`config.mk`:
```
export PLATFORM = sky130hd
export DESIGN_NAME = code_entry_ctrl_flat
export DESIGN_NICKNAME = d
export VERILOG_FILES = /design/src/rtl/code_entry_if.sv /design/src/rtl/code_entry_ctrl.sv /design/src/flat_wrapper.sv
export SDC_FILE = /design/constraint.sdc
export NUM_CORES = 1
export LEC_CHECK = 0
export BUFFER_PORTS_ARGS = -buffer_cell sky130_fd_sc_hd__buf_2
export CAP_MARGIN = 15
export CORE_MARGIN = 1.5
export CORE_UTILIZATION = 45
export DETAILED_ROUTE_END_ITERATION = 12
export GPL_TIMING_DRIVEN = 0
export HOLD_SLACK_MARGIN = 0.12
export PLACE_DENSITY_LB_ADDON = 0.25
export SETUP_SLACK_MARGIN = 0.3
export SLEW_MARGIN = 30
export SYNTH_ARGS = -nofsm -noshare
export SYNTH_HDL_FRONTEND = slang
export SYNTH_SLANG_ARGS = --single-unit
```
`constraint.sdc`:
```
create_clock -name clk -period 3.7 [get_ports clk]
set_input_delay 0.37 -clock clk [delete_from_list [all_inputs] [get_ports clk]]
set_output_delay 0.37 -clock clk [all_outputs]
set_load 0.02 [all_outputs]
```
`src/rtl/code_entry_if.sv`:
```
// code_entry_if: keypad strobe, secret code and guess/status bundle for code_entry_ctrl
interface code_entry_if #(parameter int DIGITS = 4);
    logic                  key_valid;
    logic [3:0]            key_code;
    logic [4*DIGITS-1:0]   secret;
    logic [4*DIGITS-1:0]   entry;
    logic [2:0]            entry_len;
    logic [2:0]            hits;
    logic                  match;
    logic                  fail;
    logic [3:0]            tries;
    logic                  locked;
    logic                  solved;
    modport master(output key_valid, key_code, secret,
                   input entry, entry_len, hits, match, fail, tries, locked, solved);
    modport slave(input key_valid, key_code, secret,
                  output entry, entry_len, hits, match, fail, tries, locked, solved);
endinterface

```
`src/rtl/code_entry_ctrl.sv`:
```
// code_entry_ctrl: assembles a keypad guess, checks it against the secret and enforces a timed lockout
module code_entry_ctrl #(
    parameter int DIGITS      = 4,
    parameter int MAX_TRIES   = 7,
    parameter int LOCK_CYCLES = 100000000
) (
    input  logic       clk,
    input  logic       rst,
    code_entry_if.slave bus
);
    localparam int W  = 4 * DIGITS;
    localparam int CW = $clog2(LOCK_CYCLES + 1);

    typedef enum logic [1:0] {ENTRY, CHECK, SOLVED, LOCKOUT} state_t;

    state_t          state_q, state_d;
    logic [W-1:0]    entry_q, entry_d;
    logic [2:0]      len_q, len_d;
    logic [2:0]      hits_q, hits_d;
    logic [3:0]      tries_q, tries_d;
    logic [CW-1:0]   cnt_q, cnt_d;
    logic            match_q, match_d;
    logic            fail_q, fail_d;
    logic [2:0]      nhits;

    always_comb begin
        nhits = '0;
        for (int i = 0; i < DIGITS; i++)
            nhits = nhits + {2'b0, entry_q[4*i+:4] == bus.secret[4*i+:4]};
    end

    always_comb begin
        state_d = state_q;
        entry_d = entry_q;
        len_d   = len_q;
        hits_d  = hits_q;
        tries_d = tries_q;
        cnt_d   = cnt_q;
        match_d = 1'b0;
        fail_d  = 1'b0;
        case (state_q)
            ENTRY: if (bus.key_valid) begin
                if (bus.key_code <= 4'd9) begin
                    if (len_q != 3'(DIGITS)) begin
                        entry_d = {entry_q[W-5:0], bus.key_code};
                        len_d   = len_q + 3'd1;
                    end
                end else if (bus.key_code == 4'hB) begin
                    if (len_q != 3'd0) begin
                        entry_d = entry_q >> 4;
                        len_d   = len_q - 3'd1;
                    end
                end else if (bus.key_code == 4'hC) begin
                    entry_d = '0;
                    len_d   = '0;
                end else if (bus.key_code == 4'hE && len_q == 3'(DIGITS)) begin
                    state_d = CHECK;
                end
            end
            CHECK: begin
                hits_d = nhits;
                if (nhits == 3'(DIGITS)) begin
                    match_d = 1'b1;
                    state_d = SOLVED;
                end else begin
                    fail_d  = 1'b1;
                    entry_d = '0;
                    len_d   = '0;
                    tries_d = tries_q + 4'd1;
                    state_d = (tries_d == 4'(MAX_TRIES)) ? LOCKOUT : ENTRY;
                    cnt_d   = (tries_d == 4'(MAX_TRIES)) ? CW'(LOCK_CYCLES - 1) : cnt_q;
                end
            end
            SOLVED: if (bus.key_valid && bus.key_code == 4'hC) begin
                entry_d = '0;
                len_d   = '0;
                tries_d = '0;
                hits_d  = '0;
                state_d = ENTRY;
            end
            LOCKOUT: begin
                cnt_d   = (cnt_q == '0) ? cnt_q : cnt_q - CW'(1);
                tries_d = (cnt_q == '0) ? 4'd0 : tries_q;
                state_d = (cnt_q == '0) ? ENTRY : LOCKOUT;
            end
        endcase
    end

    always_ff @(posedge clk) begin
        if (rst) begin
            state_q <= ENTRY;
            entry_q <= '0;
            len_q   <= '0;
            hits_q  <= '0;
            tries_q <= '0;
            cnt_q   <= '0;
            match_q <= 1'b0;
            fail_q  <= 1'b0;
        end else begin
            state_q <= state_d;
            entry_q <= entry_d;
            len_q   <= len_d;
            hits_q  <= hits_d;
            tries_q <= tries_d;
            cnt_q   <= cnt_d;
            match_q <= match_d;
            fail_q  <= fail_d;
        end
    end

    assign bus.entry     = entry_q;
    assign bus.entry_len = len_q;
    assign bus.hits      = hits_q;
    assign bus.match     = match_q;
    assign bus.fail      = fail_q;
    assign bus.tries     = tries_q;
    assign bus.locked    = state_q == LOCKOUT;
    assign bus.solved    = state_q == SOLVED;
endmodule

```
`src/flat_wrapper.sv`:
```
// flat-port wrapper written by rule: the top's interface ports become plain ports
module code_entry_ctrl_flat 
#(
    parameter int DIGITS      = 4,
    parameter int MAX_TRIES   = 7,
    parameter int LOCK_CYCLES = 100000000
)
  (clk, rst, bus_key_valid, bus_key_code, bus_secret, bus_entry, bus_entry_len, bus_hits, bus_match, bus_fail, bus_tries, bus_locked, bus_solved);
  code_entry_if #(.DIGITS(DIGITS)) bus_i ();
  input  logic clk;
  input  logic rst;
  input wire logic [$bits(bus_i.key_valid)-1:0] bus_key_valid;
  input wire logic [$bits(bus_i.key_code)-1:0] bus_key_code;
  input wire logic [$bits(bus_i.secret)-1:0] bus_secret;
  output wire logic [$bits(bus_i.entry)-1:0] bus_entry;
  output wire logic [$bits(bus_i.entry_len)-1:0] bus_entry_len;
  output wire logic [$bits(bus_i.hits)-1:0] bus_hits;
  output wire logic [$bits(bus_i.match)-1:0] bus_match;
  output wire logic [$bits(bus_i.fail)-1:0] bus_fail;
  output wire logic [$bits(bus_i.tries)-1:0] bus_tries;
  output wire logic [$bits(bus_i.locked)-1:0] bus_locked;
  output wire logic [$bits(bus_i.solved)-1:0] bus_solved;
  assign bus_i.key_valid = bus_key_valid;
  assign bus_i.key_code = bus_key_code;
  assign bus_i.secret = bus_secret;
  assign bus_entry = bus_i.entry;
  assign bus_entry_len = bus_i.entry_len;
  assign bus_hits = bus_i.hits;
  assign bus_match = bus_i.match;
  assign bus_fail = bus_i.fail;
  assign bus_tries = bus_i.tries;
  assign bus_locked = bus_i.locked;
  assign bus_solved = bus_i.solved;
  code_entry_ctrl #(.DIGITS(DIGITS), .MAX_TRIES(MAX_TRIES), .LOCK_CYCLES(LOCK_CYCLES)) u_core (.clk(clk), .rst(rst), .bus(bus_i));
endmodule
```
==> impl_metrics.yaml <==
run_status:
  status: "finished, final reports clean"
routing:
  viasPerCell: 5.81
  ant_nets: 0
  wl_per_cell_um: 16.2
  vias: 3388
  drt_iter0_drc: 277
  wl_mm: 9.43
  drc_errors: 0
  first_pass_iters: 5
synthesis:
  synth.distinct_cells: 64
  synth_top_area_share: 0.334
  async_flop_share: 0
  synth_edf_count: 0
  synth_area_sq_um: 3410
  seq_area_frac_synth: 0.334
  synth_flop_cell: "dfxtp_1"
  ys_ff_latch: 57
  synth_warnings: 0
  ys_top_cells_by_count: "dfxtp_1, a21oi_1, nand2_1"
  synth-compound-area-share: 0.218
  synth_top_family_by_area: "simple AND/OR/NAND/NOR gates"
  synthTopCellsByArea: "dfxtp_1, a21oi_1, ha_1"
  synth_largest_area_cell: "dfxtp_1"
  postSynthCellCount: 408
  yosys.area_share.simple: 0.270
  synthMuxAreaShare: 0.00880
  synth-xor-area-share: 0.0744
  post-synth-top-count-cell: "dfxtp_1"
  synth_fa_ha_area_frac: 0.0535
  syn-num-nets: 445
  synth.avg_cell_area_sq_um: 8.37
setup_path:
  critical-path-top-delay-family: "simple AND/OR/NAND/NOR gates"
  cp-end-kind: "flip-flop"
  path_cells: "xor2_1, nor4_2, ha_1, inv_2, fa_2, inv_2, ha_4, nand3b_1, nor4b_4, a21o_4, o21ai_4, buf_6, or4_4, a21oi_2"
  worst-path-buf-inv: 3
  cp-start-kind: "flip-flop"
  required_ns: 3.97
  crit_type: "reg -> reg"
  slowest_stage: "or4_4"
  cp.arrival_ns: 3.57
  max_stage_delay_ns: 0.50
  crit_top_cell: "inv_2"
  rr_worst_depth: 14
  crit_cells: 14
  crit_fanout: 6
pwr:
  peakVddDrop_mv: 0.245
  p_per_area_nw_per_um2: 363
  fin_total_pwr_mw: 1.53
  leakage_nw: 1.72
timing:
  finalCriticalPeriod_ns: 3.30
  relSlewSlack: 0.519
  finalSetupViolCount: 0
  fmax_mhz: 303
  whs_ns: 0.361
  maxSlewViolCount: 0
  setup_ws_ns: 0.396
  finalHoldViolCount: 0
  rsz0062_at_grt: "true"
  skew_ns: 0.00772
  timing.final.crit_share: 0.893
  tightest_slew_ns: 0.715
global_routing:
  grt_usage: 0.227
  antenna_found_initial: 0
  grt_max_degree: 11
  grt_overflow_total: 0
  grt_pass1_wl_mm: 15.1
  grt_pass1_vias: 3081
clock_network:
  cts_buffers: 9
  cts_sinks: 57
  htreeDepth: 3
  clk_pin_slew_ns: 0.07
  ctsRootBufferMaster: "clkbuf_8"
  max-clock-path-buffers: 2
  insertion_delay_ns: 0.34
  cts_hold_buf: 0
  cts_tree: "built"
layout:
  instances_no_fill: 583
  fin_nets: 516
  antenna_cells: 0
  drive_gt1_frac: 0.254
  nFillCells: 696
  syn2layout_area_growth_pct: 23.7
floorplanning:
  dieArea_sq_um: 8120
  std_cell_rows: 31
  pin_count: 53
  die_w_um: 90.1
  die_h_um: 90.1
  coreArea_sq_um: 7290
  initial_core_util: 0.468
placed_design:
  place_congestion: 0.915
  placedCellCount: 558
  port_buffers: 51
  place_ws_ns: -0.123
  dp_hpwl_mm: 6.46
job:
  maxCapViolations: 0
worst_hold_path:
  hold_path_class: "in -> reg"
  hold_depth: 3
[metrics by stage]
step	instance area [sq um]	TNS, ns	utilization
after floorplan	3410	0	-
after global placement	3790	-1.02	0.520
after detailed placement	3790	-1.17	0.520
after CTS	4040	0	0.554
after global routing	4220	0	0.579
final	4220	0	0.579
[cells in the final DEF (no fill, tap or decap), types with 15 or more instances in the layout]
cell type	n
a21oi_1	39
nand2_1	35
dfxtp_1	55
inv_1	15
nor2_1	29
buf_2	54
xor2_1	17
[area by class of cell]
class	count	area [sq um]	area share
clock buffer	14	173	0.0409
inverter	17	63.8	0.0151
sequential	57	1150	0.271
clock inverter	2	35.0	0.00830
multi-input combinational	318	2270	0.537
timing repair buffer	60	324	0.0767
tap	99	124	0.0293
buffer	16	87.6	0.0207
[tightest hold or removal path, cell delays in order]
cell	delay, ns
buf_2	0.15
nand4_1	0.08
a21oi_1	0.05
[registers in the layout, indices dropped and copies added, names as in the netlist]
signal                flops
u_core.bus.entry         16
u_core.bus.entry_len      3
u_core.bus.fail           1
u_core.bus.hits           3
u_core.bus.match          1
u_core.bus.tries          4
u_core.cnt_q             27
u_core.state_q            2
[final timing paths]
kind                                                to                                 start  slack, ns
setup / recovery         u_core.cnt_q[19]$_SDFFE_PP0P_      u_core.bus.entry[5]$_SDFFE_PP0P_       0.40
hold / removal        u_core.bus.entry[3]$_SDFFE_PP0P_                       bus_key_code[3]       0.36
setup reg to reg         u_core.cnt_q[19]$_SDFFE_PP0P_      u_core.bus.entry[5]$_SDFFE_PP0P_       0.40
hold reg to reg   u_core.bus.entry_len[1]$_SDFFE_PP0P_  u_core.bus.entry_len[1]$_SDFFE_PP0P_       0.51
[kinds of logic (layout without fill, tap and decap cells)]
logic type	count (synthesis)	count (layout)
flops	57	57
mux	3	3
simple gates	162	162
buf+inv	33	109
compound gates	110	110
fa+ha+maj	14	14
xor+xnor	29	29
[power breakdown]
part | internal, mW | leakage, nW | switching, mW | total, mW
registers | 0.636 | 0.462 | 0.0282 | 0.664
clock network | 0.366 | 0.107 | 0.251 | 0.618
logic | 0.0935 | 1.15 | 0.158 | 0.252
[layer usage]
layer  part of all wire  global-route usage  wire length, um  up-vias
met3              0.051              0.0355              479       15
met5                  0                   0                0        -
met2               0.48               0.364             4490      107
li1                   -                   -                -     1659
met4              0.014              0.0794              130        0
met1               0.46               0.308             4330     1607
[repair_timing]
item	in CTS	in global routing
pin swaps	1	14
buffers inserted	2	6
cloned	0	1
resized for setup	6	33
setup endpoints to repair	22	48
(Power assumes the default switching activity.)
